$ cat config.mk
export PLATFORM = sky130hd
export DESIGN_NAME = nanov_spi_fetch_flat
export DESIGN_NICKNAME = d
export VERILOG_FILES = /design/src/rtl/nanov_spi_fetch_if.sv /design/src/rtl/nanov_spi_fetch.sv /design/src/flat_wrapper.sv
export SDC_FILE = /design/constraint.sdc
export NUM_CORES = 1
export LEC_CHECK = 0
export CELL_PAD_IN_SITES_DETAIL_PLACEMENT = 0
export CELL_PAD_IN_SITES_GLOBAL_PLACEMENT = 1
export CORE_UTILIZATION = 42
export DETAILED_ROUTE_END_ITERATION = 8
export GPL_ROUTABILITY_DRIVEN = 0
export PLACE_DENSITY_LB_ADDON = 0.1
export REMOVE_ABC_BUFFERS = 1
export SETUP_SLACK_MARGIN = 0.02
export SLEW_MARGIN = 10
export SYNTH_ARGS = -nofsm -noshare
export SYNTH_HDL_FRONTEND = slang
export SYNTH_SLANG_ARGS = --single-unit
$ cat constraint.sdc
create_clock -name clk -period 2.9 [get_ports clk]
set_clock_uncertainty 0.1 [all_clocks]
set_input_delay 0.87 -clock clk [delete_from_list [all_inputs] [get_ports clk]]
set_output_delay 0.87 -clock clk [all_outputs]
set_load 0.01 [all_outputs]
$ cat src/rtl/nanov_spi_fetch_if.sv
// rtl/nanov_spi_fetch_if.sv - instruction stream and SPI flash pins of the fetch unit
interface nanov_spi_fetch_if #(
    parameter int ADDR_BITS = 24
);
    logic [31:0]          instr;
    logic [ADDR_BITS-1:0] instr_addr;
    logic                 instr_valid;
    logic                 instr_ready;
    logic                 spi_cs_n;
    logic                 spi_clk;
    logic                 spi_mosi;
    logic                 spi_miso;

    modport master (
        output instr, instr_addr, instr_valid, spi_cs_n, spi_clk, spi_mosi,
        input  instr_ready, spi_miso
    );

    modport slave (
        input  instr, instr_addr, instr_valid, spi_cs_n, spi_clk, spi_mosi,
        output instr_ready, spi_miso
    );
endinterface

$ cat src/rtl/nanov_spi_fetch.sv
// rtl/nanov_spi_fetch.sv - streaming instruction fetch from SPI flash (mode 0, read opcode)
module nanov_spi_fetch #(
    parameter logic [7:0] READ_CMD  = 8'h03,
    parameter int         ADDR_BITS = 24
) (
    input  logic                 clk,
    input  logic                 rstn,
    input  logic                 start,
    input  logic [ADDR_BITS-1:0] start_addr,
    output logic                 busy,
    nanov_spi_fetch_if.master    bus
);
    localparam int TXW = 8 + ADDR_BITS;
    localparam int CW  = $clog2(TXW > 32 ? TXW : 32);

    typedef enum logic [2:0] {IDLE, CMD, ADDR, DATA, HOLD, DESEL} state_t;

    state_t               state;
    logic [CW-1:0]        cnt;
    logic [TXW-1:0]       tx_sr;
    logic [30:0]          rx_sr;
    logic [ADDR_BITS-1:0] fetch_addr;
    logic [ADDR_BITS-1:0] pend_addr;
    logic                 desel_cnt;

    logic [ADDR_BITS-1:0] start_word;
    logic                 launch;
    logic [ADDR_BITS-1:0] launch_addr;
    logic [31:0]          rx_full;

    assign start_word  = start_addr & ~ADDR_BITS'(3);
    assign launch      = (start && state == IDLE) || (state == DESEL && desel_cnt);
    assign launch_addr = (state == DESEL) ? pend_addr : start_word;
    assign rx_full     = {rx_sr, bus.spi_miso};
    assign busy        = (state != IDLE);

    always_ff @(posedge clk) begin
        if (!rstn) begin
            state           <= IDLE;
            cnt             <= '0;
            tx_sr           <= '0;
            rx_sr           <= '0;
            fetch_addr      <= '0;
            pend_addr       <= '0;
            desel_cnt       <= 1'b0;
            bus.spi_cs_n    <= 1'b1;
            bus.spi_clk     <= 1'b0;
            bus.spi_mosi    <= 1'b0;
            bus.instr       <= '0;
            bus.instr_addr  <= '0;
            bus.instr_valid <= 1'b0;
        end else if (start && state != IDLE) begin
            // Redirect beats any handshake; the partial word is simply never delivered.
            state           <= DESEL;
            pend_addr       <= start_word;
            desel_cnt       <= 1'b0;
            bus.spi_cs_n    <= 1'b1;
            bus.spi_clk     <= 1'b0;
            bus.spi_mosi    <= 1'b0;
            bus.instr_valid <= 1'b0;
        end else if (launch) begin
            state        <= CMD;
            fetch_addr   <= launch_addr;
            tx_sr        <= {READ_CMD[6:0], launch_addr, 1'b0};
            cnt          <= '0;
            bus.spi_cs_n <= 1'b0;
            bus.spi_clk  <= 1'b0;
            bus.spi_mosi <= READ_CMD[7];
        end else begin
            case (state)
                DESEL: desel_cnt <= 1'b1;
                CMD, ADDR: begin
                    if (!bus.spi_clk) begin
                        bus.spi_clk <= 1'b1;
                    end else begin
                        bus.spi_clk  <= 1'b0;
                        cnt          <= cnt + CW'(1);
                        bus.spi_mosi <= tx_sr[TXW-1];
                        tx_sr        <= tx_sr << 1;
                        if (cnt == CW'(7)) state <= ADDR;
                        if (cnt == CW'(TXW - 1)) begin
                            state        <= DATA;
                            cnt          <= '0;
                            bus.spi_mosi <= 1'b0;
                        end
                    end
                end
                DATA: begin
                    if (!bus.spi_clk) begin
                        bus.spi_clk <= 1'b1;
                    end else begin
                        // miso is sampled on the edge that returns spi_clk to 0
                        bus.spi_clk <= 1'b0;
                        rx_sr       <= {rx_sr[29:0], bus.spi_miso};
                        cnt         <= cnt + CW'(1);
                        if (cnt == CW'(31)) begin
                            bus.instr       <= {rx_full[7:0], rx_full[15:8], rx_full[23:16], rx_full[31:24]};
                            bus.instr_addr  <= fetch_addr;
                            bus.instr_valid <= 1'b1;
                            state           <= HOLD;
                        end
                    end
                end
                HOLD: begin
                    if (bus.instr_valid && bus.instr_ready) begin
                        bus.instr_valid <= 1'b0;
                        fetch_addr      <= fetch_addr + ADDR_BITS'(4);
                        cnt             <= '0;
                        state           <= DATA;
                    end
                end
                default: ;
            endcase
        end
    end
endmodule

$ cat src/flat_wrapper.sv
// flat-port wrapper written by rule: the top's interface ports become plain ports
module nanov_spi_fetch_flat 
#(
    parameter logic [7:0] READ_CMD  = 8'h03,
    parameter int         ADDR_BITS = 24
)
  (clk, rstn, start, start_addr, busy, bus_instr, bus_instr_addr, bus_instr_valid, bus_spi_cs_n, bus_spi_clk, bus_spi_mosi, bus_instr_ready, bus_spi_miso);
  nanov_spi_fetch_if #(.ADDR_BITS(ADDR_BITS)) bus_i ();
  input  logic clk;
  input  logic rstn;
  input  logic start;
  input  logic [ADDR_BITS-1:0] start_addr;
  output logic busy;
  output wire logic [$bits(bus_i.instr)-1:0] bus_instr;
  output wire logic [$bits(bus_i.instr_addr)-1:0] bus_instr_addr;
  output wire logic [$bits(bus_i.instr_valid)-1:0] bus_instr_valid;
  output wire logic [$bits(bus_i.spi_cs_n)-1:0] bus_spi_cs_n;
  output wire logic [$bits(bus_i.spi_clk)-1:0] bus_spi_clk;
  output wire logic [$bits(bus_i.spi_mosi)-1:0] bus_spi_mosi;
  input wire logic [$bits(bus_i.instr_ready)-1:0] bus_instr_ready;
  input wire logic [$bits(bus_i.spi_miso)-1:0] bus_spi_miso;
  assign bus_instr = bus_i.instr;
  assign bus_instr_addr = bus_i.instr_addr;
  assign bus_instr_valid = bus_i.instr_valid;
  assign bus_spi_cs_n = bus_i.spi_cs_n;
  assign bus_spi_clk = bus_i.spi_clk;
  assign bus_spi_mosi = bus_i.spi_mosi;
  assign bus_i.instr_ready = bus_instr_ready;
  assign bus_i.spi_miso = bus_spi_miso;
  nanov_spi_fetch #(.READ_CMD(READ_CMD), .ADDR_BITS(ADDR_BITS)) u_core (.clk(clk), .rstn(rstn), .start(start), .start_addr(start_addr), .busy(busy), .bus(bus_i));
endmodule
Word level (Yosys, flattened, before mapping)
Index checks and enable logic that the tools add are counted.
{ "totals": {"ff_bits": 178, "ram_bits": 0, "latchBits": 0, "n_memories": 0, "input_bits": 29, "wordCells": 96, "mem_bits_ro": 0, "output_inout_bits": 61} }
{ "classes": {"n_lt_le_gt_ge": 0, "n_div": 0, "n_eq_ne": 20, "n_bitwise": 3, "muxes": 28, "addsub": 2, "n_reduce_logical": 29, "n_mul": 0, "shifts": 0} }
{ "ops": {"columns": ["cell", "n"], "rows": [
  ["two-way mux 24 bit", 4],
  ["two-way mux 32 bit", 3],
  ["two-way mux 5 bit", 5],
  ["adder 24 x 3 -> 24 bit, second input constant", 1],
  ["two-way mux 3 bit", 8],
  ["inequality test 4 x 1 -> 1 bit, second input constant", 4],
  ["one-hot mux 5 bit (3 select lines)", 1],
  ["AND reduction 5 bit", 3],
  ["inequality test 3 x 1 -> 1 bit, second input constant", 4],
  ["AND reduction 6 bit", 2],
  ["nonzero test 2 bit", 5],
  ["one-hot mux 3 bit (3 select lines)", 1],
  ["inequality test 2 x 1 -> 1 bit, second input constant", 4],
  ["== test 3 x 2 -> 1 bit, second input constant", 2],
  ["== test 3 bit, second input constant", 2],
  ["AND reduction 3 bit", 2],
  ["nonzero test 3 bit", 2],
  ["OR reduction 3 bit", 2],
  ["adder 5 x 1 -> 5 bit, second input constant", 1],
  ["== test 5 x 3 -> 1 bit, second input constant", 1],
  ["== test 5 bit, second input constant", 1],
  ["two-way mux 1 bit", 5],
  ["inequality test 5 x 1 -> 1 bit, second input constant", 1],
  ["nonzero test 5 bit", 1],
  ["other kinds (10)", 17]
]} }

Depth between registers and ports, before layout
Gate-level depths: netlist of run 1.
{ "depth": {"ltp_word": 7, "ltp_mapped": 9, "depth_no_buf": 8} }

Least setup slack after synthesis of run 1
OpenSTA, ideal clock, no wires.
{ "synth_timing": {"kind": "input -> register", "startpoint": "in start", "endpoint": "reg u_core.tx_sr[18]", "setup_slack_ns": 0.495, "path_buffers": 2, "cell_stages": 6, "required_time_ns": 2.678, "setup_ns": 0.122, "arrival_time_ns": 2.183, "cell_sequence": "buf_4 -> or4b_1 -> and2_1 -> clkbuf_1 -> a211oi_1 -> nor3b_1"} }
{ "synth_between": {"elab_chain_len": 4, "word_cells_on_any_way": 8, "classes_between": "1 x mux; 1 x bitwise; 6 x reduce/logical"} }
{ "synth_rtl": {"columns": ["item", "line", "rtl"], "rows": [
  ["from (decl)", "flat_wrapper.sv:11", "input logic start;"],
  ["logical AND 1 bit", "nanov_spi_fetch.sv:32", "assign launch = (start && state == IDLE) || (state == DESEL && desel_cnt);"],
  ["logical OR 1 bit", "nanov_spi_fetch.sv:32", null],
  ["nonzero test 2 bit (no line)", null, null],
  ["AND reduction 3 bit (no line)", null, null],
  ["to (signal assigned)", "nanov_spi_fetch.sv:64", "tx_sr <= {READ_CMD[6:0], launch_addr, 1'b0};"],
  ["to (signal assigned)", "nanov_spi_fetch.sv:79", "tx_sr <= tx_sr << 1;"],
  ["to (decl)", "nanov_spi_fetch.sv:20", "logic [TXW-1:0] tx_sr;"]
]} }
Several ways; a longest one is shown, not always the timed one.
A chain may end at the register's enable or synchronous reset.

Final worst setup path of run 1
{ "layout_timing": {"startpoint": "reg u_core.state[1]", "endpoint": "out busy"} }
{ "layout_between": {"elab_chain_len": 1} }
{ "layout_rtl": {"columns": ["item", "line", "rtl"], "rows": [
  ["from (decl)", "nanov_spi_fetch.sv:18", "state_t state;"],
  ["from (signal assigned)", "nanov_spi_fetch.sv:39", "state <= IDLE;"],
  ["from (signal assigned)", "nanov_spi_fetch.sv:54", "state <= DESEL;"],
  ["from (signal assigned)", "nanov_spi_fetch.sv:62", "state <= CMD;"],
  ["nonzero test 3 bit", "nanov_spi_fetch.sv:35", "assign busy = (state != IDLE);"],
  ["to (decl)", "flat_wrapper.sv:13", "output logic busy;"]
]} }
No other way between the ends.

==> results.tsv, run 1 <==
stage	metric	value	unit
sta	max_freq	0.363	GHz
routing	ant_nets	0	
cts	cts_setup_buffers	0	
routing	drt_iter0_markers	440	
global_routing	grt_pass1_vias	5657	
yosys	synthArstFlopShare	0	%
yosys	ys_warn_count	0	
final_layout	fin_nets	995	
floorplanning	fp-row-count	48	
yosys	syn_inst	905	
floorplanning	ios	90	
sta	finalSetupViolations	0	
worst_setup_path	worstPathArrival	1.78	ns
final_layout	drive_gt1_share	7.17	%
power_and_ir_drop	leakage	0.00318	µW
yosys	synth_top_flop_cell	dfxtp_1	
yosys	synth-seq-cells	171	
yosys	synth.distinct_cells	65	
floorplanning	die_area	18300	µm²
final_layout	layout_commonest_cell	nand2_1	
cts	h-tree-depth	4	
flow_run	cap_violations	0	
routing	drc	0	
cts	cts_buffers	17	
global_routing	grt_overflow	0	
routing	wirelength	17000	µm
power_and_ir_drop	vdd_drop_max	438	µV
sta	slew_violations	0	
cts	cts_tree	built	
sta	final_hold_viol_count	0	
sta	relSlewSlack	61.2	%
global_routing	grt_pass1_wl	28300	µm
placement	port_buffers	85	
global_routing	grt.total_usage	19.3	%
worst_setup_path	end_kind	output pin	
floorplanning	dieHeight	135	µm
worst_setup_path	worst-setup-path-type	register to output pin	
cts	clk_latency	0.42	ns
yosys	synth_seq_area_share	45.9	%
sta	finalCriticalPeriod	2.75	ns
floorplanning	initial_core_util	43.1	%
power_and_ir_drop	power_density	571	nW/µm²
routing	vias_per_cell	5.25	
global_routing	antenna_found_initial	0	
final_layout	fill_cells	1644	
worst_hold_path	hold_class	register to register	
final_layout	n_antenna_cell	0	
final_layout	layout-area-overhead-vs-synth	23.0	%
worst_setup_path	crit_fanout	13	
run_status	status	completed	
cts	cts-hold-fix-buffers	0	
global_routing	grt_max_degree	123	
worst_setup_path	cp-start-kind	register	
cts	clock_sinks	171	
routing	wire_per_inst	14.2	µm
cts	cts.path.max_buffers	2	
routing	via_count	6309	
yosys	synth_edf_count	0	
final_layout	mostFrequentLayoutCells	nand2_1 (269), dfxtp_1 (171), clkdlybuf4s50_1 (84)	
sta	rsz0062_at_grt	no	
floorplanning	core	17300	µm²
sta	worst_pin_slew	0.576	ns
sta	hold_ws	0.345	ns
placement	place_hpwl	11300	µm
routing	firstDrtPassIters	5	
sta	period_share	95.0	%
floorplanning	die_x	135	µm
yosys	avgSynthCellArea	8.24	µm²
final_layout	fin_util	53.0	%
yosys	netlist_area	7450	µm²
cts	cts.reportedPaths.clkPinSlew	0.07	ns
cts	ctsResizeCount	0	
cts	cts_root_buf	clkbuf_16	
worst_setup_path	cp_data_required_time	1.93	ns
## logic make-up (layout without fill, tap and decap cells)
logic type,Yosys count,after routing,synth area share (%)
mux,24,24,3.22
fa+ha+maj,4,4,0.638
flops,171,171,45.9
simple gates,380,380,22.6
compound gates,248,248,22.7
buf+inv,75,145,4.67
xor+xnor,2,2,0.235
other cells,1,2,0.0503
## path summary, 6_finish.rpt
| check | endpoint | slack, ns | depth (start not counted) | start |
|---|---|---|---|---|
| worst max register to register | u_core.tx_sr[13] | 0.57 | 7 | u_core.state[0] |
| worst min register to register | u_core.desel_cnt | 0.35 | 2 | u_core.desel_cnt |
| worst max-delay path | busy | 0.15 | 2 | u_core.state[1] |
| worst min-delay path | u_core.desel_cnt | 0.35 | 2 | u_core.desel_cnt |
## report_power, final
part	switching (µW)	internal, µW	leakage [µW]
Sequential	52.2	2410	0.00139
Clock	1020	1300	0.000285
Combinational	247	200	0.00151
Total	1320	3920	0.00318
## cell usage after synthesis (3+ instances only)
| cell type | number | area (µm²) |
|---|---|---|
| nand2b_1 | 4 | 25.0 |
| a21oi_1 | 65 | 325 |
| a21boi_1 | 18 | 135 |
| inv_1 | 3 | 11.3 |
| and4_1 | 3 | 26.3 |
| o2bb2ai_1 | 3 | 26.3 |
| buf_4 | 5 | 37.5 |
| nor3b_1 | 7 | 52.6 |
| mux2i_1 | 24 | 240 |
| and2_1 | 3 | 18.8 |
| ha_1 | 3 | 37.5 |
| o21ai_0 | 18 | 90.1 |
| a21o_1 | 3 | 22.5 |
| nand3_1 | 13 | 65.1 |
| nor4_1 | 3 | 18.8 |
| nand4_1 | 5 | 31.3 |
| nor2b_1 | 8 | 50.1 |
| nor2_1 | 27 | 101 |
| a211oi_1 | 5 | 37.5 |
| buf_2 | 26 | 130 |
| o22ai_1 | 5 | 31.3 |
| clkbuf_1 | 38 | 143 |
| or3_1 | 5 | 31.3 |
| nand2_1 | 270 | 1010 |
| and3_1 | 4 | 25.0 |
| a22oi_1 | 7 | 52.6 |
| o211ai_1 | 23 | 173 |
| nor3_1 | 14 | 70.1 |
| dfxtp_1 | 171 | 3420 |
| a21boi_0 | 78 | 586 |
## critical path: stages, from the launching register on
cell and delay, ns:
dfxtp_1 0.46, or3_1 0.42, clkdlybuf4s50_1 0.49
## state kept, by name, summed over array words and instances (netlist names)
name                    count
u_core.bus.spi_mosi         1
u_core.bus.spi_cs_n         1
u_core.bus.instr           32
u_core.tx_sr               29
u_core.pend_addr           22
u_core.cnt                  5
u_core.bus.instr_valid      1
u_core.bus.instr_addr      22
u_core.fetch_addr          22
u_core.bus.spi_clk          1
u_core.rx_sr               31
u_core.state                3
u_core.desel_cnt            1
## final cells by class
type | count | area (µm²) | area share, %
clock buffers | 17 | 425 | 4.64
clock inverters | 15 | 179 | 1.95
inverters | 3 | 11.3 | 0.123
multi-input cells | 660 | 3690 | 40.3
flip-flops and latches | 171 | 3420 | 37.3
well taps | 225 | 282 | 3.07
repair buffers | 110 | 1160 | 12.6
## metal layers
layer  up-vias  wire length (µm)  global-route usage [%]
li1       3242                 -                       -
met1      2893              8510                    27.0
met2       159              7650                    29.9
met3        15               701                    3.37
met4         0               164                    6.62
met5         -                 0                       0
## through the flow
step	cell area [µm²]	cells	power, µW	setup TNS [ns]	worst slack (ns)
after global placement	8570	1169	2950	-0.134	-0.0551
after floorplan	7120	834	2760	-20.65	-0.425
after CTS	9170	1201	5300	0	0.125
after global routing	9170	1201	5470	0	0.0711
final	9170	1201	5240	0	0.145
after detailed placement	8570	1169	2960	-0.148	-0.0375
No activity file was read; power rests on OpenSTA's default activity.
==> run 2: changes to the inputs <==
--- a/config.mk
+++ b/config.mk
@@ -11,6 +11,7 @@
 export DETAILED_ROUTE_END_ITERATION = 8
 export GPL_ROUTABILITY_DRIVEN = 0
 export PLACE_DENSITY_LB_ADDON = 0.1
+export RECOVER_POWER = 25
 export REMOVE_ABC_BUFFERS = 1
 export SETUP_SLACK_MARGIN = 0.02
 export SLEW_MARGIN = 10
==> run 2 against run 1 <==
  * Register-to-register slack gained 0.02 ns
  * Count of clock-buffer cells in the layout did not move
  * Sequential share of layout area rose by 0.10 points
  * Wire length barely moved
  * Hold slack hardly changed
  * Total power about the same
  * Critical path type unchanged
  * Setup slack improved by 0.032 ns
  * Final cell count stayed put
  * Sequential power hardly changed
  * Largest cell class unchanged
  * Non-clock buffer count is the same
  * Sequential cell count did not move
  * Critical path depth unchanged
==> results.tsv, run 2 (same netlist as run 1, synthesis figures left out) <==
stage	metric	value	unit
run_status	status	completed	
cts	cts-hold-fix-buffers	0	
floorplanning	die_x	135	µm
flow_run	cap_violations	0	
cts	cts.reportedPaths.clkPinSlew	0.07	ns
global_routing	antenna_found_initial	0	
routing	vias_per_cell	5.24	
sta	max_freq	0.367	GHz
worst_setup_path	cp-start-kind	register	
worst_setup_path	worstReg2RegStart	u_core.fetch_addr[2]	
cts	cts_tree	built	
final_layout	fin_nets	995	
worst_hold_path	holdCritStartpoint	u_core.desel_cnt	
final_layout	mostFrequentLayoutCells	nand2_1 (269), dfxtp_1 (171), a21boi_0 (80)	
global_routing	grtUsageMet3	3.37	%
sta	relSlewSlack	60.6	%
worst_hold_path	hold_class	register to register	
floorplanning	dieHeight	135	µm
floorplanning	die_area	18300	µm²
worst_setup_path	reg2reg_to	u_core.fetch_addr[18]	
power_and_ir_drop	combinationalPowerShare	8.5	%
final_layout	largest_register_ffs	32	
floorplanning	ios	90	
final_layout	layout-area-overhead-vs-synth	22.7	%
power_and_ir_drop	power_density	572	nW/µm²
cts	cts.path.max_buffers	2	
global_routing	grt_pass1_vias	5657	
final_layout	largest-register	u_core.bus.instr	
power_and_ir_drop	pwr-share-clk	44.4	%
cts	clock_sinks	171	
final_layout	drive_gt1_share	6.76	%
cts	h-tree-depth	4	
power_and_ir_drop	swShare	25.2	%
worst_setup_path	worst-setup-path-type	register to output pin	
sta	fin_tns_setup	0	ns
power_and_ir_drop	p_int	3910	µW
power_and_ir_drop	netSwitchingPower	1320	µW
worst_setup_path	worstPathArrival	1.75	ns
floorplanning	core	17300	µm²
power_and_ir_drop	pwr-share-seq	47.1	%
routing	via_count	6296	
routing	ant_nets	0	
routing	wire_per_inst	14.2	µm
routing	drt_iter0_markers	450	
placement	place_hpwl	11300	µm
cts	cts_root_buf	clkbuf_16	
final_layout	postLayoutCellArea	9150	µm²
power_and_ir_drop	leakage	0.00324	µW
worst_setup_path	cp_data_required_time	1.93	ns
worst_setup_path	end_kind	output pin	
global_routing	grt.total_usage	19.3	%
floorplanning	fp-row-count	48	
sta	finalCriticalPeriod	2.72	ns
sta	worst_pin_slew	0.586	ns
cts	clk_latency	0.42	ns
sta	finalSetupViolations	0	
worst_hold_path	hold_depth	2	
final_layout	n_antenna_cell	0	
final_layout	reg_top3	u_core.bus.instr (32), u_core.rx_sr (31), u_core.tx_sr (29)	
worst_setup_path	reg2reg_slack	0.59	ns
global_routing	grt_pass1_wl	28300	µm
cts	cts_setup_buffers	0	
sta	final_hold_viol_count	0	
worst_setup_path	crit_fanout	13	
sta	rsz0062_at_grt	no	
worst_hold_path	whs_endpoint	u_core.desel_cnt	
cts	ctsResizeCount	0	
cts	cts_buffers	17	
global_routing	grt_overflow	0	
worst_setup_path	r2r_cells	6	
global_routing	grt_use_met2	29.9	%
routing	firstDrtPassIters	5	
routing	drc	0	
placement	port_buffers	85	
sta	slew_violations	0	
global_routing	grt_use_met1	27.0	%
global_routing	top_usage_layer	met2	
global_routing	grt_max_degree	123	
final_layout	layout_commonest_cell	nand2_1	
sta	period_share	93.9	%
power_and_ir_drop	vdd_drop_max	435	µV
floorplanning	initial_core_util	43.1	%
routing	wirelength	17000	µm
placement	place_area	8570	µm²
-- run 2: changes by cell type in the layout (fill, tap and decap cells not counted), sizes merged --
| cell | change |
|---|---|
| buf | -3 |
| clkdlybuf4s50 | -20 |
| clkbuf | +3 |
| dlygate4sd3 | +20 |
-- run 2: per-layer routing --
metal / wire, µm / share of wire [%]
met4: 184 / 1.1
met2: 7590 / 45
met3: 667 / 3.9
met5: 0 / 0
met1: 8600 / 50
-- run 2: critical path, cell delays in order (launching register included) --
cell and delay (ns):
dfxtp_1 0.44, or3_1 0.41, clkdlybuf4s50_1 0.49
-- run 2: final cells by class --
type,count,area (µm²)
clock inverters,15,179
multi-input cells,660,3680
inverters,3,11.3
clock buffers,17,425
repair buffers,110,1150
fillers,1650,8150
flip-flops and latches,171,3420
well taps,225,282
-- run 2: metrics by stage --
stage | power (µW) | utilization (%) | instances | setup WS (ns) | hold WS (ns)
after floorplan | 2760 | - | 834 | -0.425 | 0.325
after global placement | 2950 | 49.5 | 1169 | -0.0551 | 0.334
after detailed placement | 2960 | 49.5 | 1169 | -0.0375 | 0.337
after CTS | 5300 | 53.0 | 1201 | 0.125 | 0.348
after global routing | 5460 | 52.9 | 1201 | 0.103 | 0.357
final | 5230 | 52.9 | 1201 | 0.177 | 0.345
-- run 2: how the worst max path moves through the flow --
| stage | start | end | depth (start not counted) |
|---|---|---|---|
| after floorplan | start | u_core.bus.instr_addr[16] | 4 |
| after global placement | start | u_core.tx_sr[9] | 7 |
| after detailed placement | start | u_core.tx_sr[18] | 7 |
| after CTS | u_core.state[1] | busy | 2 |
| after global routing | u_core.state[1] | busy | 2 |
| final | u_core.state[1] | busy | 2 |
-- run 2: power groups by stage --
stage / clock [µW] / combinational (µW) / sequential (µW)
after floorplan: 0 / 252 / 2510
after global placement: 0 / 437 / 2510
after detailed placement: 0 / 448 / 2520
after CTS: 2390 / 449 / 2460
after global routing: 2500 / 488 / 2470
final: 2330 / 444 / 2460
